### config.mk
export PLATFORM = sky130hd
export DESIGN_NAME = gpio_pad_ctrl
export DESIGN_NICKNAME = d
export VERILOG_FILES = /design/src/rtl/gpio_pad_ctrl_pkg.sv /design/src/rtl/gpio_pad_sync.sv /design/src/rtl/gpio_pad_ctrl.sv
export SDC_FILE = /design/constraint.sdc
export NUM_CORES = 1
export LEC_CHECK = 0
export ABC_CLOCK_PERIOD_IN_PS = 2270
export CAP_MARGIN = 20
export CORE_ASPECT_RATIO = 1.5
export CORE_MARGIN = 4
export CORE_UTILIZATION = 45
export DETAILED_ROUTE_END_ITERATION = 10
export PLACE_DENSITY = 0.8
export SYNTH_ARGS = -nofsm -noshare
export SYNTH_HDL_FRONTEND = slang
export SYNTH_SLANG_ARGS = --single-unit
### constraint.sdc
create_clock -name clk -period 2.27 [get_ports clk]
set_input_delay 0.227 -clock clk [delete_from_list [all_inputs] [get_ports clk]]
set_output_delay 0.227 -clock clk [all_outputs]
set_load 0.03 [all_outputs]
### src/rtl/gpio_pad_ctrl_pkg.sv
// gpio_pad_ctrl_pkg: register map and bus widths shared by the GPIO pad controller.
package gpio_pad_ctrl_pkg;

    localparam int GPIO_ADDR_W = 5;
    localparam int GPIO_DATA_W = 32;

    localparam logic [GPIO_ADDR_W-1:0] GPIO_DIR_OFS        = 5'h00;
    localparam logic [GPIO_ADDR_W-1:0] GPIO_OUT_OFS        = 5'h04;
    localparam logic [GPIO_ADDR_W-1:0] GPIO_IN_OFS         = 5'h08;
    localparam logic [GPIO_ADDR_W-1:0] GPIO_IRQ_EN_OFS     = 5'h0C;
    localparam logic [GPIO_ADDR_W-1:0] GPIO_IRQ_STATUS_OFS = 5'h10;
    localparam logic [GPIO_ADDR_W-1:0] GPIO_IRQ_RISE_OFS   = 5'h14;

endpackage

### src/rtl/gpio_pad_sync.sv
// gpio_pad_sync: one-pad 2-flop synchronizer for an asynchronous pad input.
// With GPIO_PAD_CTRL_DEBOUNCE_EN defined, a per-pad counter follows the
// synchronizer and the output only changes after the synchronized value has
// differed from it for DEBOUNCE_CYCLES consecutive cycles.
module gpio_pad_sync #(
    parameter int DEBOUNCE_CYCLES = 16
) (
    input  logic clk,
    input  logic rst,
    input  logic pad_i,
    output logic in_o
);

    logic sync1_q;
    logic sync2_q;

    // Two-stage metastability synchronizer, cleared to 0 on reset
    always_ff @(posedge clk or posedge rst) begin
        if (rst) begin
            sync1_q <= 1'b0;
            sync2_q <= 1'b0;
        end else begin
            sync1_q <= pad_i;
            sync2_q <= sync1_q;
        end
    end

`ifdef GPIO_PAD_CTRL_DEBOUNCE_EN
    localparam int CNT_W = (DEBOUNCE_CYCLES > 1) ? $clog2(DEBOUNCE_CYCLES + 1) : 1;

    logic [CNT_W-1:0] cnt_q;
    logic [CNT_W-1:0] cnt_d;
    logic             in_q;
    logic             in_d;

    // Count consecutive cycles the synchronized value disagrees with the output
    always_comb begin
        cnt_d = cnt_q;
        in_d  = in_q;
        if (sync2_q == in_q) begin
            cnt_d = {CNT_W{1'b0}};
        end else if (cnt_q == CNT_W'(DEBOUNCE_CYCLES - 1)) begin
            cnt_d = {CNT_W{1'b0}};
            in_d  = sync2_q;
        end else begin
            cnt_d = cnt_q + CNT_W'(1);
        end
    end

    // Debounce counter and debounced output state
    always_ff @(posedge clk or posedge rst) begin
        if (rst) begin
            cnt_q <= {CNT_W{1'b0}};
            in_q  <= 1'b0;
        end else begin
            cnt_q <= cnt_d;
            in_q  <= in_d;
        end
    end

    assign in_o = in_q;
`else
    logic [31:0] unused_debounce;
    assign unused_debounce = 32'(DEBOUNCE_CYCLES);
    assign in_o = sync2_q;
`endif

endmodule

### src/rtl/gpio_pad_ctrl.sv
// gpio_pad_ctrl: APB-controlled GPIO for NUM_PADS bidirectional io_cell pads.
// Generates per-pad config (bit 0 = direction) and output value, samples the
// pad inputs through gpio_pad_sync, detects edges and raises a level irq.
// Optional input debounce is built when GPIO_PAD_CTRL_DEBOUNCE_EN is defined.
module gpio_pad_ctrl
    import gpio_pad_ctrl_pkg::*;
#(
    parameter int NUM_PADS        = 8,
    parameter int CONF_WIDTH      = 3,
    parameter int DEBOUNCE_CYCLES = 16
) (
    input  logic                           clk,
    input  logic                           rst,
    input  logic                           psel,
    input  logic                           penable,
    input  logic                           pwrite,
    input  logic [GPIO_ADDR_W-1:0]         paddr,
    input  logic [GPIO_DATA_W-1:0]         pwdata,
    output logic [GPIO_DATA_W-1:0]         prdata,
    output logic                           pready,
    output logic                           pslverr,
    output logic [NUM_PADS*CONF_WIDTH-1:0] pad_cfg_o,
    output logic [NUM_PADS-1:0]            pad_out_o,
    input  logic [NUM_PADS-1:0]            pad_in_i,
    output logic                           irq_o
);

    logic [NUM_PADS-1:0] dir_q,    dir_d;
    logic [NUM_PADS-1:0] out_q,    out_d;
    logic [NUM_PADS-1:0] irq_en_q, irq_en_d;
    logic [NUM_PADS-1:0] status_q, status_d;
    logic [NUM_PADS-1:0] rise_q,   rise_d;
    logic [NUM_PADS-1:0] prev_q,   prev_d;
    logic                irq_q,    irq_d;

    logic [NUM_PADS-1:0]    in_sync;
    logic [NUM_PADS-1:0]    w1c_s;
    logic [NUM_PADS-1:0]    edge_s;
    logic [NUM_PADS-1:0]    status_set_s;
    logic                   access_s;
    logic                   wr_s;
    logic                   mapped_s;
    logic [GPIO_ADDR_W-1:0] ofs_s;
    logic                   unused_bus;

    // Zero-extend a pad vector onto the 32-bit read bus
    function automatic logic [GPIO_DATA_W-1:0] pad_ext(input logic [NUM_PADS-1:0] v);
        logic [GPIO_DATA_W-1:0] r;
        r = '0;
        r[NUM_PADS-1:0] = v;
        return r;
    endfunction

    assign unused_bus = ^{paddr[1:0], pwdata};

    genvar g;
    generate
        for (g = 0; g < NUM_PADS; g++) begin : g_sync
            gpio_pad_sync #(
                .DEBOUNCE_CYCLES(DEBOUNCE_CYCLES)
            ) u_sync (
                .clk  (clk),
                .rst  (rst),
                .pad_i(pad_in_i[g]),
                .in_o (in_sync[g])
            );
        end
    endgenerate

    assign access_s = psel & penable;
    assign wr_s     = access_s & pwrite;
    assign ofs_s    = {paddr[4:2], 2'b00};
    assign mapped_s = (ofs_s <= GPIO_IRQ_RISE_OFS);

    // Register writes, edge detection and status/irq next-state
    always_comb begin
        dir_d    = dir_q;
        out_d    = out_q;
        irq_en_d = irq_en_q;
        rise_d   = rise_q;
        w1c_s    = '0;
        if (wr_s) begin
            case (ofs_s)
                GPIO_DIR_OFS:        dir_d    = pwdata[NUM_PADS-1:0];
                GPIO_OUT_OFS:        out_d    = pwdata[NUM_PADS-1:0];
                GPIO_IRQ_EN_OFS:     irq_en_d = pwdata[NUM_PADS-1:0];
                GPIO_IRQ_STATUS_OFS: w1c_s    = pwdata[NUM_PADS-1:0];
                GPIO_IRQ_RISE_OFS:   rise_d   = pwdata[NUM_PADS-1:0];
                default:             ;
            endcase
        end else begin
            w1c_s = '0;
        end
        edge_s = (rise_q & in_sync & ~prev_q) | (~rise_q & ~in_sync & prev_q);
        // A pad leaving or entering output mode this cycle must not latch an edge
        status_set_s = edge_s & dir_q & dir_d;
        // New edges take priority over a same-cycle clear
        status_d = (status_q & ~w1c_s) | status_set_s;
        prev_d   = in_sync;
        irq_d    = |(status_q & irq_en_q);
    end

    // Register file and interrupt state; pads return to high-Z on reset
    always_ff @(posedge clk or posedge rst) begin
        if (rst) begin
            dir_q    <= '1;
            out_q    <= '0;
            irq_en_q <= '0;
            status_q <= '0;
            rise_q   <= '0;
            prev_q   <= '0;
            irq_q    <= 1'b0;
        end else begin
            dir_q    <= dir_d;
            out_q    <= out_d;
            irq_en_q <= irq_en_d;
            status_q <= status_d;
            rise_q   <= rise_d;
            prev_q   <= prev_d;
            irq_q    <= irq_d;
        end
    end

    // Combinational read mux and error response during the access phase
    always_comb begin
        prdata  = '0;
        pslverr = 1'b0;
        if (access_s && !mapped_s) begin
            pslverr = 1'b1;
        end else if (access_s && !pwrite) begin
            case (ofs_s)
                GPIO_DIR_OFS:        prdata = pad_ext(dir_q);
                GPIO_OUT_OFS:        prdata = pad_ext(out_q);
                GPIO_IN_OFS:         prdata = pad_ext(in_sync);
                GPIO_IRQ_EN_OFS:     prdata = pad_ext(irq_en_q);
                GPIO_IRQ_STATUS_OFS: prdata = pad_ext(status_q);
                GPIO_IRQ_RISE_OFS:   prdata = pad_ext(rise_q);
                default:             prdata = '0;
            endcase
        end else begin
            prdata = '0;
        end
    end

    // Pad config: direction in bit 0 of each slice, other bits held low
    always_comb begin
        pad_cfg_o = '0;
        for (int i = 0; i < NUM_PADS; i++) begin
            pad_cfg_o[i*CONF_WIDTH] = dir_q[i];
        end
    end

    assign pad_out_o = out_q;
    assign pready    = 1'b1;
    assign irq_o     = irq_q;

endmodule

# [Yosys cells after proc, flatten, opt, wreduce, memory -nomap -nowiden]
# Cells that the tools add are included.
[totals] ff_bits=65 inputBits=50 out_inout_bits=67 wordCells=62
[op_classes] order_cmp=1 n_eq_ne=5 muxes=8 bitwise_logic=16 reduce_logical=9
[ops] operator="AND 8 bit" n=8
[ops] operator="two-way mux 32 bit" n=2
[ops] operator="one-hot mux 8 bit (6 select lines)" n=1
[ops] operator="two-way mux 8 bit" n=4
[ops] operator="inverter 8 bit" n=4
[ops] operator="bitwise OR 8 bit" n=2
[ops] operator="OR reduction 8 bit" n=1
[ops] operator="== test 3 x 2 -> 1 bit, second input constant" n=2
[ops] operator="== test 3 bit, second input constant" n=2
[ops] operator="AND reduction 2 bit" n=3
[ops] operator="<= comparator 5 bit, second input constant" n=1
[ops] operator="logical NOT 5 bit" n=1
[ops] operator="== test 3 x 1 -> 1 bit, second input constant" n=1
[ops] operator="AND 1 bit" n=2
[ops] operator="logical AND 1 bit" n=2
[ops] operator="logical NOT 1 bit" n=2
[ops] operator="two-way mux 1 bit" n=1

# [Depth between registers and ports, before layout]
# Gate-level depths: netlist of run 1.
[logic_depth] ltp_word=7 depth_mapped=5 mapped_depth_nobuf=3

# [By module]
# From an unflattened synthesis of run 1, not the netlist that was laid out.
[hier_totals] hier_cells=280 area_unflattened_um2=3288.2
[modules_own_cells] module="gpio_pad_ctrl" n_inst=1 cells_each=256 area_each_um2=2857.7 seq_area_each_um2=1236.2
[modules_own_cells] module="gpio_pad_sync" n_inst=8 cells_each=3 area_each_um2=53.8 seq_area_each_um2=50.0

# [Least setup slack after synthesis of run 1]
# Ideal clock, no wire load.
[synth_path] kind="input port to output port" start="in paddr[4]" end="out prdata[0]" t_arrival_ps=1554 required_ps=2043 setup_slack_ps=489 cell_stages=5 path_buffers=2 path_cell_list="buf_2 -> nand2_1 -> or3b_2 -> clkbuf_1 -> a21oi_1"
[synth_between] elab_chain_len=4 elab_cells_between_ends=12 cone_classes="1 x order compare; 5 x eq/ne; 3 x mux; 3 x reduce/logical"
[synth_rtl] item="start: declaration" line_no="gpio_pad_ctrl.sv:17" rtl="input logic [GPIO_ADDR_W-1:0] paddr,"
[synth_rtl] item="<= comparator 5 bit (tied with other cells)" line_no="gpio_pad_ctrl.sv:73" rtl="assign mapped_s = (ofs_s <= GPIO_IRQ_RISE_OFS);"
[synth_rtl] item="logical NOT 1 bit or one-hot mux 8 bit (6 select lines) (tied branches)" line_no="gpio_pad_ctrl.sv:128, gpio_pad_ctrl.sv:131"
[synth_rtl] item="logical AND 1 bit or two-way mux 32 bit (tied branches)" line_no="gpio_pad_ctrl.sv:128, gpio_pad_ctrl.sv:130"
[synth_rtl] item="two-way mux 32 bit *" line_no="gpio_pad_ctrl.sv:128" rtl="if (access_s && !mapped_s) begin"
[synth_rtl] item="end: declaration" line_no="gpio_pad_ctrl.sv:19" rtl="output logic [GPIO_DATA_W-1:0] prdata,"
# Mark *: on every way between the ends. The rest lies on a longest branch, timed or not.

# [Worst setup path in the final report of run 1]
[layout_path] start="in paddr[4]" end="out prdata[6]"
# The elaborated chain is that of the path after synthesis.

==> impl_metrics.csv, run 1 <==
group,metric,value,unit
outcome,run_status,"finished clean",
grt,grt_pass1_vias,2208,
cells_and_area,multi_input_area,1420,um^2
die,io_pins,117,
logic_synthesis,seq_area_frac_synth,49.2,%
sta,rsz0062_at_grt,"no",
logic_synthesis,synthFlopType,"dfrtp_1",
cells_and_area,final_nets,386,
logic_synthesis,ys_types,38,
logic_synthesis,avgSynthCellArea,12.4,um^2
sta,fmax,477,MHz
cells_and_area,drive_above_1_share,28.7,%
worst_setup_path,start_kind,"input port",
logic_synthesis,yosys_register_bits,65,
worst_setup_path,critPathCaptureType,"primary output",
drt,drt_wl_total,7.29,mm
grt,grt_pass1_wl,11.3,mm
sta,post-route-period-util,92.4,%
sta,hold_viol,0,
logic_synthesis,post-synth-top-area-fraction,42.9,%
drt,antenna_left,0,
sta,slew_viol_final,0,
drt,first_pass_iters,4,
sta,fin_skew,0.00717,ns
clock_network,clkLatencyLatePin,0.35,ns
clock_network,cts_tree,"built",
clock_network,clockBufferDepth,2,
logic_synthesis,syn_inst,268,
die,die_y,113,um
clock_network,path_clk_slew,0.06,ns
drt,route.detailed.drc,0,
pwr,p_leak,1.84,nW
die,initial_utilization,46.0,%
clock_network,htreeDepth,3,
die,rows,38,
placement,io_buffers,49,
logic_synthesis,synthesis.area,3320,um^2
grt,grt_max_degree,66,
die,die_area,8860,um^2
drt,wl_per_cell,16.5,um
drt,vias_per_cell,5.21,
cells_and_area,final-seq-area,1640,um^2
cells_and_area,post-route-util,56.2,%
die,core_area,7230,um^2
cells_and_area,area_growth,22.2,%
grt,overflow,0,
worst_setup_path,critPathRequiredTime,2.04,ns
sta,setup_viol,0,
pwr,power_density,786,nW/um^2
grt,antenna_found_initial,0,
logic_synthesis,yosys.area.top_type,"dfrtp_1",
logic_synthesis,yosysWarningCount,0,
worst_setup_path,arrival,1.87,ns
clock_network,cts_made_buffers,9,
clock_network,post_cts_resized,0,
placement,place_hpwl,5.20,mm
worst_setup_path,critical_path_class,"input port to primary output",
die,die_w,78.2,um
drt,vias,2299,
sta,finalCriticalPeriod,2.10,ns
logic_synthesis,synth_area_leaders,"dfrtp_1, buf_4, mux2_2",
job,max_cap_violations,0,
hold_path,hold_path_class,"input port to asynchronous set/reset pin",
clock_network,cts-root-buf,"clkbuf_8",
clock_network,ctsHoldBuffers,0,
clock_network,cts_setup_buffers,0,
sta,tns,0,ns
placement,place_congestion,0.851,
pwr,vdd_drop_max,0.492,mV
cells_and_area,n_antenna_cell,0,
worst_setup_path,path_max_fanout,17,
logic_synthesis,synth-edff-count,0,
grt,grt_usage,17.0,%
drt,drt_iter0_markers,162,
logic_synthesis,async_flop_share,100,%
clock_network,cts.sinks,65,
cells_and_area,fillers,636,
[cell families after synthesis]
| group | synth area share [%] |
|---|---|
| compound gates | 9.18 |
| simple gates | 10.9 |
| buf+inv | 12.4 |
| flops | 49.2 |
| other cells | 0.226 |
| mux | 18.0 |
[metrics by stage]
stage | power, mW | worst slack (ns) | hold slack, ns | std cells | area (um^2)
after floorplan | 2.07 | 0.430 | 0.258 | 307 | 3470
after global placement | 2.28 | 0.191 | 0.333 | 425 | 3880
after detailed placement | 2.31 | 0.188 | 0.335 | 425 | 3880
after CTS | 3.23 | 0.172 | 0.276 | 441 | 4060
after global routing | 3.35 | 0.0733 | 0.289 | 441 | 4060
final | 3.19 | 0.172 | 0.265 | 441 | 4060
[Yosys cell counts, drive strengths merged (6+ instances only)]
library cell and number:
a21oi 6, mux2i 7, mux2 36, o32ai 8, nor4bb 9, nor2 16
inv 11, dfstp 8, and4b 8, buf 50, a22oi 7, dfrtp 57
a32oi 8
[cells in the final DEF (no fill, tap or decap), drive strengths merged, types with 3 or more instances in the layout]
cell type	n
nor4bb	9
clkbuf	13
nor2	16
clkdlybuf4s50	40
and4b	8
a21oi	6
nand2	3
o32ai	8
a211o	4
mux2	36
mux2i	7
mux4	4
clkinv	3
inv	11
dfstp	8
dfrtp	57
a32oi	8
a22oi	7
buf	29
conb	41
[worst max-delay path: stages]
cell             delay (ns)
clkdlybuf4s50_1        0.50
buf_12                 0.20
or3b_2                 0.44
a21oi_1                0.17
o31a_1                 0.16
buf_4                  0.16
[registers in the layout, indices dropped and copies added, names as in the netlist]
register and flops:
prev_q 8, status_q 8, dir_q 8, irq_o 1, g_sync.u_sync.sync1_q 8, g_sync.u_sync.in_o 8
pad_out_o 8, irq_en_q 8, rise_q 8
[layer usage]
layer | vias up | part of all wire, % | track usage [%]
met4 | 0 | 2.0 | 8.87
met3 | 12 | 6.8 | 4.06
met5 | - | 0 | 0
met2 | 87 | 51 | 28.0
li1 | 1043 | - | -
met1 | 1157 | 40 | 20.7
[final cells by class]
| class | instances | share of cell area (%) |
|---|---|---|
| multi-input combinational | 180 | 35.0 |
| tap | 100 | 3.08 |
| sequential | 65 | 40.3 |
| inverter | 11 | 1.02 |
| clock inverter | 3 | 0.369 |
| clock buffer | 13 | 4.16 |
| timing repair buffer | 69 | 16.1 |
[report_power, final]
group	internal, mW	leakage (nW)	switching (mW)
combinational	0.377	0.990	0.423
clock	0.480	0.0992	0.425
sequential	1.35	0.756	0.143
total	2.20	1.84	0.991
[path summary, 6_finish.rpt]
| check | startpoint | endpoint | slack, ns | cells past startpoint |
|---|---|---|---|---|
| worst max-delay path | paddr[4] | prdata[6] | 0.17 | 6 |
| worst min-delay path | rst | g_sync[2].u_sync.sync1_q | 0.27 | 3 |
| worst max register to register | dir_q[2] | status_q[2] | 0.90 | 3 |
| worst min register to register | g_sync[7].u_sync.sync1_q | g_sync[7].u_sync.in_o | 0.35 | 0 |
| max in group asynchronous | rst | dir_q[6] | 1.68 | 3 |
| min in group clk | pad_in_i[0] | g_sync[0].u_sync.sync1_q | 0.31 | 1 |
No activity file was read; power rests on OpenSTA's default activity.
==> run 2: changes to the inputs <==
--- a/config.mk
+++ b/config.mk
@@ -10,6 +10,7 @@
 export CORE_ASPECT_RATIO = 1.5
 export CORE_MARGIN = 4
 export CORE_UTILIZATION = 45
+export CTS_BUF_LIST = sky130_fd_sc_hd__clkbuf_16
 export DETAILED_ROUTE_END_ITERATION = 10
 export PLACE_DENSITY = 0.8
 export SYNTH_ARGS = -nofsm -noshare
==> run 2 against run 1 <==
Effect of this change:
- critical path depth stayed put
- clock power grew 30%
- power rose by 8.8%
- via count rose by 1.0%
- sequential share of layout area fell by 0.69 points
- combinational power about the same
- sequential cell count unchanged
- fmax shrank 0.33%
- first-iteration DRC count is 30% lower
- highest routed layer unchanged
==> impl_metrics.csv, run 2 (synthesis gave the netlist of run 1 again) <==
group,metric,value,unit
outcome,run_status,"finished clean",
clock_network,post_cts_resized,0,
worst_setup_path,start_kind,"input port",
cells_and_area,drive_above_1_share,27.9,%
grt,grt_usage,17.2,%
worst_setup_path,r2r_cells,3,
pwr,switching_share,29.8,%
worst_setup_path,slowest_stage,"clkdlybuf4s50_1",
worst_setup_path,path_max_fanout,17,
worst_setup_path,rr_endpoint,"status_q[3]",
clock_network,clockBufferDepth,2,
die,die_y,113,um
clock_network,path_clk_slew,0.05,ns
placement,place_congestion,0.851,
cells_and_area,stdcell_area,4140,um^2
grt,grt_max_degree,66,
sta,tns,0,ns
die,io_pins,117,
sta,rsz0062_at_grt,"no",
grt,antenna_found_initial,0,
clock_network,cts_tree,"built",
sta,setup_viol,0,
die,die_w,78.2,um
grt,grt_pass1_wl,11.4,mm
worst_setup_path,cp.buffers_inverters,3,
pwr,p_seq_share,42.9,%
worst_setup_path,r2r_start,"dir_q[3]",
drt,drt_wl_total,7.31,mm
sta,hold_viol,0,
drt,route.detailed.drc,0,
cells_and_area,layout.cells.most_common_list,"dfrtp_1, conb_1, clkdlybuf4s50_1, mux2_2, buf_4",
die,rows,38,
grt,overflow,0,
cells_and_area,final_nets,386,
die,core_area,7230,um^2
job,max_cap_violations,0,
placement,io_buffers,49,
die,initial_utilization,46.0,%
drt,vias_per_cell,5.27,
pwr,p_switching,1.04,mW
drt,wl_per_cell,16.6,um
sta,fin_skew,0.00542,ns
drt,vias,2323,
worst_setup_path,slowest_delay,0.51,ns
pwr,p_leak,1.88,nW
clock_network,clkLatencyLatePin,0.33,ns
clock_network,cts-root-buf,"clkbuf_16",
cells_and_area,final_common_cell,"dfrtp_1",
clock_network,cts.sinks,65,
clock_network,cts_setup_buffers,0,
worst_setup_path,critPathCaptureType,"primary output",
drt,first_pass_iters,4,
pwr,power.total,3.48,mW
sta,fmax,475,MHz
drt,antenna_left,0,
worst_setup_path,crit_path_cell_trace,"clkdlybuf4s50_1 > buf_12 > or3b_2 > a21oi_1 > o31a_1 > buf_4",
cells_and_area,n_antenna_cell,0,
sta,finalCriticalPeriod,2.10,ns
cells_and_area,post-route-util,57.2,%
worst_setup_path,arrival,1.88,ns
grt,grt_pass1_vias,2204,
placement,dpl-instance-area,3880,um^2
worst_setup_path,r2r_slack,0.89,ns
hold_path,hold_path_class,"input port to asynchronous set/reset pin",
drt,drt_iter0_markers,114,
clock_network,cts_made_buffers,9,
cells_and_area,area_growth,24.4,%
cells_and_area,fillers,631,
worst_setup_path,critPathRequiredTime,2.04,ns
sta,slew_viol_final,0,
pwr,clkPwrFrac,34.1,%
sta,post-route-period-util,92.7,%
pwr,vdd_drop_max,0.455,mV
clock_network,ctsHoldBuffers,0,
clock_network,htreeDepth,3,
pwr,pwr-share-comb,23.0,%
placement,place_hpwl,5.20,mm
worst_setup_path,crit_family,"buffers and inverters",
die,die_area,8860,um^2
worst_setup_path,critical_path_class,"input port to primary output",
pwr,power.internal,2.44,mW
pwr,power_density,840,nW/um^2
run 2: through the flow:
step / hold WS [ns] / setup slack (ns) / std cells
global route: 0.320 / 0.0750 / 441
detailed placement: 0.335 / 0.188 / 425
CTS: 0.305 / 0.172 / 441
floorplan: 0.258 / 0.430 / 307
finish: 0.293 / 0.165 / 441
global placement: 0.333 / 0.191 / 425
run 2: final cells by class:
| type | count | area [um^2] | share of cell area [%] |
|---|---|---|---|
| Tap cell | 100 | 125 | 3.03 |
| Sequential cell | 65 | 1640 | 39.6 |
| Multi-Input combinational cell | 180 | 1420 | 34.4 |
| Timing Repair Buffer | 69 | 656 | 15.9 |
| Clock inverter | 7 | 30.0 | 0.726 |
| Clock buffer | 9 | 225 | 5.45 |
| Inverter | 11 | 41.3 | 0.998 |
run 2: tightest hold or removal path: cells and delay by family:
kind	cells	cell delay, ns
buf+inv	3	0.78
run 2: layer usage:
layer  vias up  wire length, um  global-route usage, %
met4         0              186                   10.4
met5         -                0                      0
met2        96             3730                   27.3
met3        15              498                   3.42
met1      1171             2900                   21.7
li1       1041                -                      -
run 2: how the worst max path moves through the flow:
stage          startpoint                    end  slack (ns)  cells past startpoint
2_1_floorplan         rst  g_sync[0].u_sync.in_o        0.43                      1
3_3_place_gp     paddr[3]              prdata[3]        0.19                      6
3_5_place_dp     paddr[3]              prdata[3]        0.19                      6
4_1_cts          paddr[4]              prdata[0]        0.17                      5
5_1_grt          paddr[3]              prdata[7]        0.07                      6
6_report         paddr[4]              prdata[6]        0.17                      6
run 2: power by group through the flow:
| stage | clock (mW) | sequential [mW] | combinational [mW] |
|---|---|---|---|
| after global routing | 1.27 | 1.52 | 0.848 |
| after detailed placement | 0 | 1.51 | 0.800 |
| after global placement | 0 | 1.50 | 0.783 |
| after floorplan | 0 | 1.59 | 0.477 |
| final | 1.18 | 1.49 | 0.800 |
| after CTS | 1.21 | 1.49 | 0.804 |
